## src/rtl/tdm_mux_16x1.sv

```systemverilog
`timescale 1ns / 1ps
// -----------------------------------------------------------------------------
// tdm_mux_16x1
//
// Serialises 16-bit words into 16 TDM slots, LSB first. A one-deep pending
// buffer takes words at any time. A separate active register holds the frame
// that is being sent. Between frames FRAME_GAP idle cycles are inserted
// (0..15). With FRAME_GAP=0, frames run back to back. The enable gates only
// the start of a new frame. A frame that is already running always finishes.
//
// Ports
//   clk         rising-edge clock
//   rst_n       asynchronous active-low reset
//   en          run enable (gates frame starts only)
//   data_in_16  word to serialise
//   load_valid  data_in_16 holds a word
//   load_ready  pending buffer empty, so a word can be accepted
//   data_out    serial bit of the current slot (registered)
//   select_4    slot index 0..15 of data_out (registered)
//   valid_out   data_out/select_4 carry a live slot (registered)
//   frame_start high during slot 0 of every frame (registered)
// -----------------------------------------------------------------------------
module tdm_mux_16x1 #(
  parameter int unsigned FRAME_GAP = 1
) (
  input  logic        clk,
  input  logic        rst_n,
  input  logic        en,
  input  logic [15:0] data_in_16,
  input  logic        load_valid,
  output logic        load_ready,
  output logic        data_out,
  output logic [3:0]  select_4,
  output logic        valid_out,
  output logic        frame_start
);

  typedef enum logic [1:0] {
    IDLE = 2'd0,
    SEND = 2'd1,
    GAP  = 2'd2
  } state_t;

  localparam logic [3:0] LAST_SLOT = 4'd15;
  localparam bit         HAS_GAP   = (FRAME_GAP != 0);
  // The gap counter counts down to zero. Its last value marks the final gap edge.
  localparam logic [3:0] GAP_LOAD  = HAS_GAP ? 4'(FRAME_GAP - 1) : 4'd0;

  state_t      state, state_next;
  logic [3:0]  slot, slot_next;
  logic [3:0]  gap_cnt, gap_cnt_next;
  logic [15:0] pending, pending_next;
  logic        pending_full, pending_full_next;
  logic [15:0] active, active_next;
  logic        data_out_next;
  logic [3:0]  select_next;
  logic        valid_next;
  logic        frame_start_next;

  logic        accept;
  logic        start_point;
  logic        start;
  logic [3:0]  slot_inc;

  assign load_ready = !pending_full;
  assign accept     = load_valid && !pending_full;
  assign start      = start_point && en && pending_full;
  assign slot_inc   = slot + 4'd1;

  // A new frame may begin only at these edges: any edge in IDLE, the last
  // slot edge when frames run back to back, or the final edge of the gap.
  always_comb begin
    start_point = 1'b0;
    case (state)
      IDLE:    start_point = 1'b1;
      SEND:    start_point = !HAS_GAP && (slot == LAST_SLOT);
      GAP:     start_point = (gap_cnt == 4'd0);
      default: start_point = 1'b0;
    endcase
  end

  // Next-state logic and next registered outputs.
  always_comb begin
    // NOTE: every signal driven here gets a default first, so no path can infer a latch.
    state_next       = state;
    slot_next        = slot;
    gap_cnt_next     = gap_cnt;
    active_next      = active;
    data_out_next    = 1'b0;
    select_next      = 4'd0;
    valid_next       = 1'b0;
    frame_start_next = 1'b0;

    if (start) begin
      // The pending word moves to active, and slot 0 appears on the outputs at once.
      state_next       = SEND;
      slot_next        = 4'd0;
      gap_cnt_next     = 4'd0;
      active_next      = pending;
      data_out_next    = pending[0];
      valid_next       = 1'b1;
      frame_start_next = 1'b1;
    end else begin
      case (state)
        SEND: begin
          if (slot != LAST_SLOT) begin
            slot_next     = slot_inc;
            select_next   = slot_inc;
            data_out_next = active[slot_inc];
            valid_next    = 1'b1;
          end else begin
            slot_next = 4'd0;
            if (HAS_GAP) begin
              state_next   = GAP;
              gap_cnt_next = GAP_LOAD;
            end else begin
              state_next = IDLE;
            end
          end
        end
        GAP: begin
          if (gap_cnt == 4'd0) begin
            state_next = IDLE;
          end else begin
            gap_cnt_next = gap_cnt - 4'd1;
          end
        end
        default: begin
          state_next = state;
        end
      endcase
    end
  end

  // Pending buffer. It is freed by a start and refilled by an acceptance in
  // the same cycle.
  always_comb begin
    pending_next      = pending;
    pending_full_next = pending_full;
    if (start) begin
      pending_full_next = 1'b0;
    end
    if (accept) begin
      pending_next      = data_in_16;
      pending_full_next = 1'b1;
    end
  end

  // NOTE: state uses non-blocking assignments so every register samples pre-edge values.
  always_ff @(posedge clk or negedge rst_n) begin
    if (!rst_n) begin
      // NOTE: the word registers are reset too, so an aborted frame leaves no stale data behind.
      state        <= IDLE;
      slot         <= 4'd0;
      gap_cnt      <= 4'd0;
      pending      <= 16'd0;
      pending_full <= 1'b0;
      active       <= 16'd0;
      data_out     <= 1'b0;
      select_4     <= 4'd0;
      valid_out    <= 1'b0;
      frame_start  <= 1'b0;
    end else begin
      state        <= state_next;
      slot         <= slot_next;
      gap_cnt      <= gap_cnt_next;
      pending      <= pending_next;
      pending_full <= pending_full_next;
      active       <= active_next;
      data_out     <= data_out_next;
      select_4     <= select_next;
      valid_out    <= valid_next;
      frame_start  <= frame_start_next;
    end
  end

endmodule

```

## config.mk

```make
export PLATFORM = sky130hd
export DESIGN_NAME = tdm_mux_16x1
export DESIGN_NICKNAME = d
export VERILOG_FILES = /design/src/rtl/tdm_mux_16x1.sv
export SDC_FILE = /design/constraint.sdc
export NUM_CORES = 1
export LEC_CHECK = 0
export ABC_CLOCK_PERIOD_IN_PS = 2200
export BUFFER_PORTS_ARGS = -buffer_cell sky130_fd_sc_hd__buf_2
export CAP_MARGIN = 10
export CORE_ASPECT_RATIO = 1.2
export CORE_MARGIN = 1
export CORE_UTILIZATION = 40
export DETAILED_ROUTE_END_ITERATION = 8
export PLACE_DENSITY_LB_ADDON = 0.2
export SLEW_MARGIN = 30
export SYNTH_ARGS = -nofsm -noshare
export SYNTH_HDL_FRONTEND = slang
export SYNTH_SLANG_ARGS = --single-unit
```

## constraint.sdc

```tcl
create_clock -name clk -period 2.2 [get_ports clk]
set_input_delay 0.11 -clock clk [delete_from_list [all_inputs] [get_ports clk]]
set_output_delay 0.11 -clock clk [all_outputs]
set_load 0.1 [all_outputs]
```

Yosys cells after proc, flatten, opt, wreduce, memory -nomap -nowiden
Cells that the tools add are included.
- add/subtract/negate cells: 2
- order comparisons: 1
- equal/unequal tests: 6
- mux-type cells: 25
- reduce and logical (&&, ||, !) cells: 11
- operator list (cell ; number):
    $mux 4 ; 8
    $mux 1 ; 10
    $ne 3x3->1 const B ; 3
    $pmux 4 s2 ; 1
    $mux 2 ; 3
    $reduce_and 3->1 ; 2
    $lt 4x5->1 const B ; 1
    $add 4x1->4 const B ; 1
    $bmux 1 s4 ; 1
    $logic_not 4->1 ; 1
    $ne 4x4->1 const B ; 1
    $pmux 2 s2 ; 1
    $reduce_bool 2->1 ; 2
    $sub 4x1->4 const B ; 1
    $logic_and 1x1->1 ; 3
    $reduce_bool 3->1 ; 1
    $eq 2x1->1 const B ; 1
    $eq 2x2->1 const B ; 1
    $logic_not 2->1 ; 1
    $pmux 1 s2 ; 1
    $logic_not 1->1 ; 1
- register bits after elaboration: 50
- output and inout port bits: 8

Depth between registers and ports, before layout
Gate-level depths: netlist (run 1).
- depth in word-level cells: 6
- gate-level depth with buffers: 7

Least setup slack after synthesis (run 1)
No wires, ideal clock.
- path type: reg-to-reg
- start point: register gap_cnt[0]
- end point: register active[10]
- library setup time: 0.125 ns
- data arrival time: 1.839 ns
- required time: 2.075 ns
- slack: 0.236 ns
- cell stages (with the launch flop): 7
- buffers on the path: 1
- period minus slack after synthesis: 1.964 ns
- cells stage by stage: dfrtp_1 inv_1 ha_1 or3b_4 a211oi_4 buf_6 mux2_2
- cells in the longest elaborated chain, start to end: 4
- RTL lines (element ; line ; source):
    start: declaration ; 51 ; logic [3:0] gap_cnt, gap_cnt_next;
    start signal: assignment ; 166 ; gap_cnt <= gap_cnt_next;
    $logic_not 4->1 ; 77 ; GAP: start_point = (gap_cnt == 4'd0);
    $pmux 1 s2 ; 74 ; case (state)
    $logic_and 1x1->1 (2 in series) ; 67 ; assign start = start_point && en && pending_full;
    end signal: assignment ; 169 ; active <= active_next;
    end: declaration ; 54 ; logic [15:0] active, active_next;
No other way between the ends.
A chain may end at the register's enable or synchronous reset.

Worst setup path after layout (run 1)
- start point: register gap_cnt[1]
- end point: register active[5]
Same word-level chain as after synthesis.

==> results of run 1 <==
sequential cells by signal, indices dropped and copies added, names as in the netlist:
name	flops
data_out	1
frame_start	1
valid_out	1
gap_cnt	4
slot	4
select_4	4
pending	16
state	2
pending_full	1
active	16
final cells by class:
| cell class | count | share of cell area, % |
|---|---|---|
| Clock inverter | 1 | 0.206 |
| Tap cell | 60 | 3.08 |
| Clock buffer | 7 | 3.55 |
| Sequential cell | 50 | 51.4 |
| Multi-Input combinational cell | 90 | 33.5 |
| Inverter | 6 | 0.925 |
| Timing Repair Buffer | 31 | 7.40 |
power by group:
part / switching (W) / leakage (nW) / internal [W] / total (W)
sequential: 0.000270 / 0.614 / 0.00133 / 0.00160
combinational: 0.000849 / 0.512 / 0.000717 / 0.00157
clock: 0.000280 / 0.0482 / 0.000254 / 0.000534
total: 0.00140 / 1.17 / 0.00230 / 0.00370
through the flow:
| step | hold slack, ns | cells | area (um^2) | worst slack (ns) | power, W |
|---|---|---|---|---|---|
| floorplan | -0.186 | 152 | 2130 | 0.236 | 0.00288 |
| global placement | 0.247 | 236 | 2330 | 0.185 | 0.00314 |
| detailed placement | 0.254 | 236 | 2330 | 0.0924 | 0.00321 |
| CTS | 0.0306 | 245 | 2430 | 0.0843 | 0.00375 |
| global route | 0.0293 | 245 | 2430 | 0.0159 | 0.00397 |
| finish | 0.0401 | 245 | 2430 | 0.110 | 0.00370 |
Yosys cell counts (all sizes together):
cell	count	area, um^2
a211oi	1	20.0
a21o	4	31.3
a21oi	2	10.0
a221o	1	10.0
and3	1	6.26
buf	4	37.5
clkbuf	2	7.51
dfrtp	50	1250
ha	2	25.0
inv	6	22.5
mux2	33	372
mux2i	3	30.0
mux4	4	105
nand2	9	33.8
nand2b	3	18.8
nand3	2	10.0
nor2	7	26.3
nor2b	2	12.5
nor3	4	20.0
nor3b	1	7.51
o21ai	6	30.0
o22ai	1	6.26
o2bb2ai	1	8.76
or3b	1	11.3
xor2	2	17.5
repair_timing:
item | CTS | global route
setup buffers | 0 | 0
endpoints found under the setup margin | 0 | 13
hold buffers | 1 | 0
endpoints found under the hold margin | 50 | 0
resized for setup | 0 | 1
worst max-delay path: cells and delay by family (launching register included):
| kind | cells | cell delay [ns] |
|---|---|---|
| AO/OA/AOI/OAI | 1 | 0.30 |
| buffers and inverters | 2 | 0.29 |
| adder cells (fa/ha/maj) | 1 | 0.21 |
| flip-flops | 1 | 0.40 |
| AND/OR/NAND/NOR | 1 | 0.42 |
| multiplexers | 1 | 0.35 |
routing by layer:
| layer | up-vias | wire (um) |
|---|---|---|
| met1 | 630 | 1510 |
| li1 | 597 | - |
| met5 | - | 0 |
| met2 | 24 | 1730 |
| met4 | 0 | 74 |
| met3 | 9 | 124 |
cell families (layout without fill, tap and decap cells):
group / after synthesis / count (layout)
mux: 40 / 40
flops: 50 / 50
xor+xnor: 2 / 2
fa+ha+maj: 2 / 2
simple gates: 30 / 30
buf+inv: 12 / 45
compound gates: 16 / 16
final timing paths:
kind,start,endpoint,slack (ns),cells after the start
max,gap_cnt[1],active[5],0.11,6
min,load_valid,pending_full,0.04,3
max reg2reg,gap_cnt[1],active[5],0.11,6
min reg2reg,active[8],active[8],0.50,1
max in group asynchronous,rst_n,state[0],1.35,3
min in group asynchronous,rst_n,frame_start,0.44,3
cell usage in the layout, fill, tap and decap left out, drive strengths merged, types with 4 or more instances in the layout:
cell type | netlist | final
a21o | 4 | 4
buf | 4 | 30
clkbuf | 2 | 7
dfrtp | 50 | 50
inv | 6 | 6
mux2 | 33 | 33
mux4 | 4 | 4
nand2 | 9 | 9
nor2 | 7 | 7
nor3 | 4 | 4
o21ai | 6 | 6
==> summary.md, run 1 <==
| Metric | Value |
|---|---|
| Slew Limit Fails | `0` |
| CP max stage delay | `0.42 ns` |
| CTS clk-pin slew, worst paths | `0.08 ns` |
| Final period utilization | `95.0%` |
| Synth unique cells | `27` |
| Post-route minimum period | `2.09 ns` |
| Vias | `1260` |
| DRC | `0` |
| Static leakage | `1.17 nW` |
| Fraction of the yosys area taken by sequential cells | `58.7%` |
| CP Data Required Time | `2.38 ns` |
| Layout Skew | `0.00322 ns` |
| Startpoint Class | `register` |
| Max Clock Freq | `0.478 GHz` |
| Simple-gate share of the synthesized area | `6.87%` |
| GR Util met1 | `18.6%` |
| Avg Inst Size Synth | `14.0 um^2` |
| Met3 track demand over resource | `4.17%` |
| Global-route wire length before repair | `6.08 mm` |
| Largest family of logic cells by synthesized area | `multiplexers` |
| RD Place Congestion | `0.842` |
| Initial DRC Count | `63` |
| Multi-input logic area | `815 um^2` |
| Antenna violations before repair | `0` |
| Layout cells sized above 1 | `40.0%` |
| Worst-path cell chain | `inv_1 -> ha_2 -> or3b_4 -> a211oi_4 -> buf_12 -> mux2_2` |
| Worst EP arrival | `2.27 ns` |
| Post-synthesis compound-gate area fraction | `5.46%` |
| Synth warnings | `0` |
| Routed Wire Length | `3.43 mm` |
| Sum Neg Setup Slack | `0 ns` |
| Max Buffers Root-to-Sink | `2` |
| Synth Area in Adders | `1.17%` |
| Number of top-level pins | `28` |
| DPL Wire Length | `2.44 mm` |
| Reg area | `1250 um^2` |
| Die height | `82.0 um` |
| P&R area growth vs syn | `14.3%` |
| CTS buffer count | `5` |
| Gr usage total | `14.9%` |
| Post-Synthesis Cell Area | `2130 um^2` |
| Unrepaired setup endpoints after global routing | `false` |
| Final-report hold violation count | `0` |
| Diodes inserted | `0` |
| Remaining Overflow, GRT | `0` |
| Yosys reg bits | `50` |
| Starting density of the core | `42.2%` |
| Mux cell area share after synthesis | `23.8%` |
| Layer with the highest usage | `met2` |
| Final setup violation count | `0` |
| Fill count | `478` |
| Clk sinks | `50` |
| Core area | `5040 um^2` |
| Synth Area in XOR/XNOR | `0.822%` |
| DIE AREA | `5620 um^2` |
| Avg WL per Cell | `14.0 um` |
| FP Rows | `28` |
| Worst Tran Pin Value | `0.607 ns` |
| Hold WC Path Type | `in2reg` |
| Final core utilization | `48.3%` |
| M2 GR Usage | `23.5%` |
| Power density over the cells | `1520 nW/um^2` |
| NumNets Final | `206` |
| Worst rel slew slack | `59.5%` |
| TritonCTS clock tree | `yes` |
| Cells after Synth | `152` |
| Worst-path fanout max | `21` |
| Outcome | `completed` |
| Largest net degree at the start of global routing | `51` |
| Chip width | `68.6 um` |
| IO Port Bufs | `27` |
| Vias in the first global route | `1290` |
| H-tree depth | `2` |
| Post-Syn Nets | `174` |
| Setup CP Type | `reg2reg` |
| Critical path capture point type | `register` |
| VDD IR-drop max | `619 uV` |
| Worst path slowest cell | `or3b_4` |
| Post-detailed-route via-to-cell ratio | `5.14` |
| Max-Cap Viols | `0` |
| Clock root cell | `clkbuf_8` |
| Initial DRT Pass Iterations | `4` |
| Routed Antenna Nets | `0` |
| Clk Latency, worst-skew pair | `0.29 ns` |
(Power assumes the default switching activity.)
==> inputs of run 2 (changes only) <==
--- a/config.mk
+++ b/config.mk
@@ -8,6 +8,8 @@
 export ABC_CLOCK_PERIOD_IN_PS = 2200
 export BUFFER_PORTS_ARGS = -buffer_cell sky130_fd_sc_hd__buf_2
 export CAP_MARGIN = 10
+export CELL_PAD_IN_SITES_DETAIL_PLACEMENT = 0
+export CELL_PAD_IN_SITES_GLOBAL_PLACEMENT = 1
 export CORE_ASPECT_RATIO = 1.2
 export CORE_MARGIN = 1
 export CORE_UTILIZATION = 40
==> run 2 against run 1 <==
Effect of this change: clock power grew 9.2%; register-to-register slack hardly changed; sequential power is essentially flat; fmax decreased by 0.10%; global-route usage grew 0.55 points; non-clock buffer count increased by 1; largest power group unchanged; highest routed layer unchanged.
==> summary.md, run 2 (synthesis results as in run 1) <==
| Metric | Value |
|---|---|
| Largest net degree at the start of global routing | `32` |
| Most frequent cells in the layout | `dfrtp_1, mux2_2, buf_2` |
| Post-CTS Resized | `0` |
| Post-CTS Setup Inserts | `0` |
| Routed Antenna Nets | `0` |
| Post-route minimum period | `2.09 ns` |
| CTS clk-pin slew, worst paths | `0.09 ns` |
| Diodes inserted | `0` |
| Chip width | `68.6 um` |
| Clk sinks | `50` |
| Worst Tran Pin Value | `0.685 ns` |
| Layout cells sized above 1 | `40.3%` |
| Critical path capture point type | `register` |
| Worst Reg-to-Reg Cells | `6` |
| Setup CP Type | `reg2reg` |
| Worst min-delay path startpoint | `load_valid` |
| CTS buffer count | `5` |
| Largest registers | `active: 16 flops, pending: 16 flops` |
| Core area | `5040 um^2` |
| P&R area growth vs syn | `15.1%` |
| H-tree depth | `2` |
| DIE AREA | `5620 um^2` |
| Avg WL per Cell | `14.4 um` |
| Startpoint Class | `register` |
| Die height | `82.0 um` |
| Hold-fix buffers, CTS | `1` |
| Routed Wire Length | `3.54 mm` |
| Worst path slowest cell | `or3b_4` |
| Number of top-level pins | `28` |
| Sum Neg Setup Slack | `0 ns` |
| Worst EP arrival | `2.28 ns` |
| Starting density of the core | `42.2%` |
| Global-route wire length before repair | `6.18 mm` |
| Static leakage | `1.19 nW` |
| Max-Cap Viols | `0` |
| FP Rows | `28` |
| Final-report hold violation count | `0` |
| Worst-path cell chain | `inv_1 -> ha_1 -> or3b_4 -> a211oi_4 -> buf_12 -> mux2_2` |
| Slack of the critical path | `0.108 ns` |
| DRC | `0` |
| Reg-to-Reg Start | `gap_cnt[0]` |
| Initial DRC Count | `53` |
| Final period utilization | `95.1%` |
| Unrepaired setup endpoints after global routing | `false` |
| IO Port Bufs | `27` |
| Post-detailed-route via-to-cell ratio | `5.09` |
| Fill count | `488` |
| Final setup violation count | `0` |
| Outcome | `completed` |
| Remaining Overflow, GRT | `0` |
| Gr usage total | `15.5%` |
| Worst rel slew slack | `54.4%` |
| Post-Place Worst Slack | `0.117 ns` |
| Max Clock Freq | `0.478 GHz` |
| Clock root cell | `clkbuf_8` |
| NumNets Final | `207` |
| Vias | `1252` |
| Slew Limit Fails | `0` |
| Power density over the cells | `1530 nW/um^2` |
| WHS Path Cells | `3` |
| Antenna violations before repair | `0` |
| RR Endpoint | `active[15]` |
| Vias in the first global route | `1312` |
| RD Place Congestion | `0.796` |
| CP Data Required Time | `2.39 ns` |
| Reg-to-reg slack, setup | `0.11 ns` |
| Final core utilization | `48.6%` |
| Initial DRT Pass Iterations | `4` |
| Most common cell after layout, fill and taps aside | `dfrtp_1` |
| Max Buffers Root-to-Sink | `2` |
| Layout Skew | `0.00213 ns` |
| Hold path endpoint | `pending_full` |
| VDD IR-drop max | `571 uV` |
| Worst-path fanout max | `21` |
| Clk Latency, worst-skew pair | `0.30 ns` |
| TritonCTS clock tree | `yes` |
| CP max stage delay | `0.43 ns` |
| DPL Wire Length | `2.64 mm` |
| Hold WC Path Type | `in2reg` |
run 2: report_power, final:
part	internal (W)	switching, W	leakage (nW)
Sequential	0.00133	0.000275	0.614
Clock	0.000288	0.000294	0.0544
Combinational	0.000714	0.000851	0.518
Total	0.00233	0.00142	1.19
run 2: layout make-up:
| class | instances | area, um^2 | area share (%) |
|---|---|---|---|
| clock buffers | 7 | 96.3 | 3.93 |
| clock inverters | 1 | 8.76 | 0.357 |
| inverters | 6 | 22.5 | 0.918 |
| multi-input cells | 90 | 812 | 33.1 |
| flip-flops and latches | 50 | 1250 | 51.0 |
| well taps | 60 | 75.1 | 3.06 |
| repair buffers | 32 | 188 | 7.65 |
run 2: metal layers:
metal / GRT usage, % / share of wire (%)
met5: 0 / 0
met4: 6.88 / 1.2
met3: 4.31 / 3.6
met2: 26.4 / 52
met1: 17.7 / 43
run 2: worst max-delay path, delay by kind of cell, from the launching register on:
| kind | cells | cell delay, ns |
|---|---|---|
| adder cells (fa/ha/maj) | 1 | 0.21 |
| AND/OR/NAND/NOR | 1 | 0.43 |
| buffers and inverters | 2 | 0.27 |
| flip-flops | 1 | 0.42 |
| multiplexers | 1 | 0.35 |
| AO/OA/AOI/OAI | 1 | 0.30 |
run 2: through the flow:
| stage | hold WS [ns] | instance area, um^2 | std cells | power [W] |
|---|---|---|---|---|
| final | 0.0354 | 2450 | 246 | 0.00375 |
| after global routing | 0.0225 | 2450 | 246 | 0.00403 |
| after CTS | 0.0247 | 2450 | 246 | 0.00381 |
| after detailed placement | 0.197 | 2340 | 237 | 0.00322 |
| after global placement | 0.185 | 2340 | 237 | 0.00316 |
| after floorplan | -0.186 | 2130 | 152 | 0.00288 |
run 2: worst max path at each step:
stage          cells past startpoint    endpoint        from
2_1_floorplan                      6  active[10]  gap_cnt[0]
3_3_place_gp                       6  active[15]  gap_cnt[0]
3_5_place_dp                       6  active[15]  gap_cnt[0]
4_1_cts                            6  active[15]  gap_cnt[0]
5_1_grt                            7  gap_cnt[1]  gap_cnt[1]
6_report                           6  active[15]  gap_cnt[0]
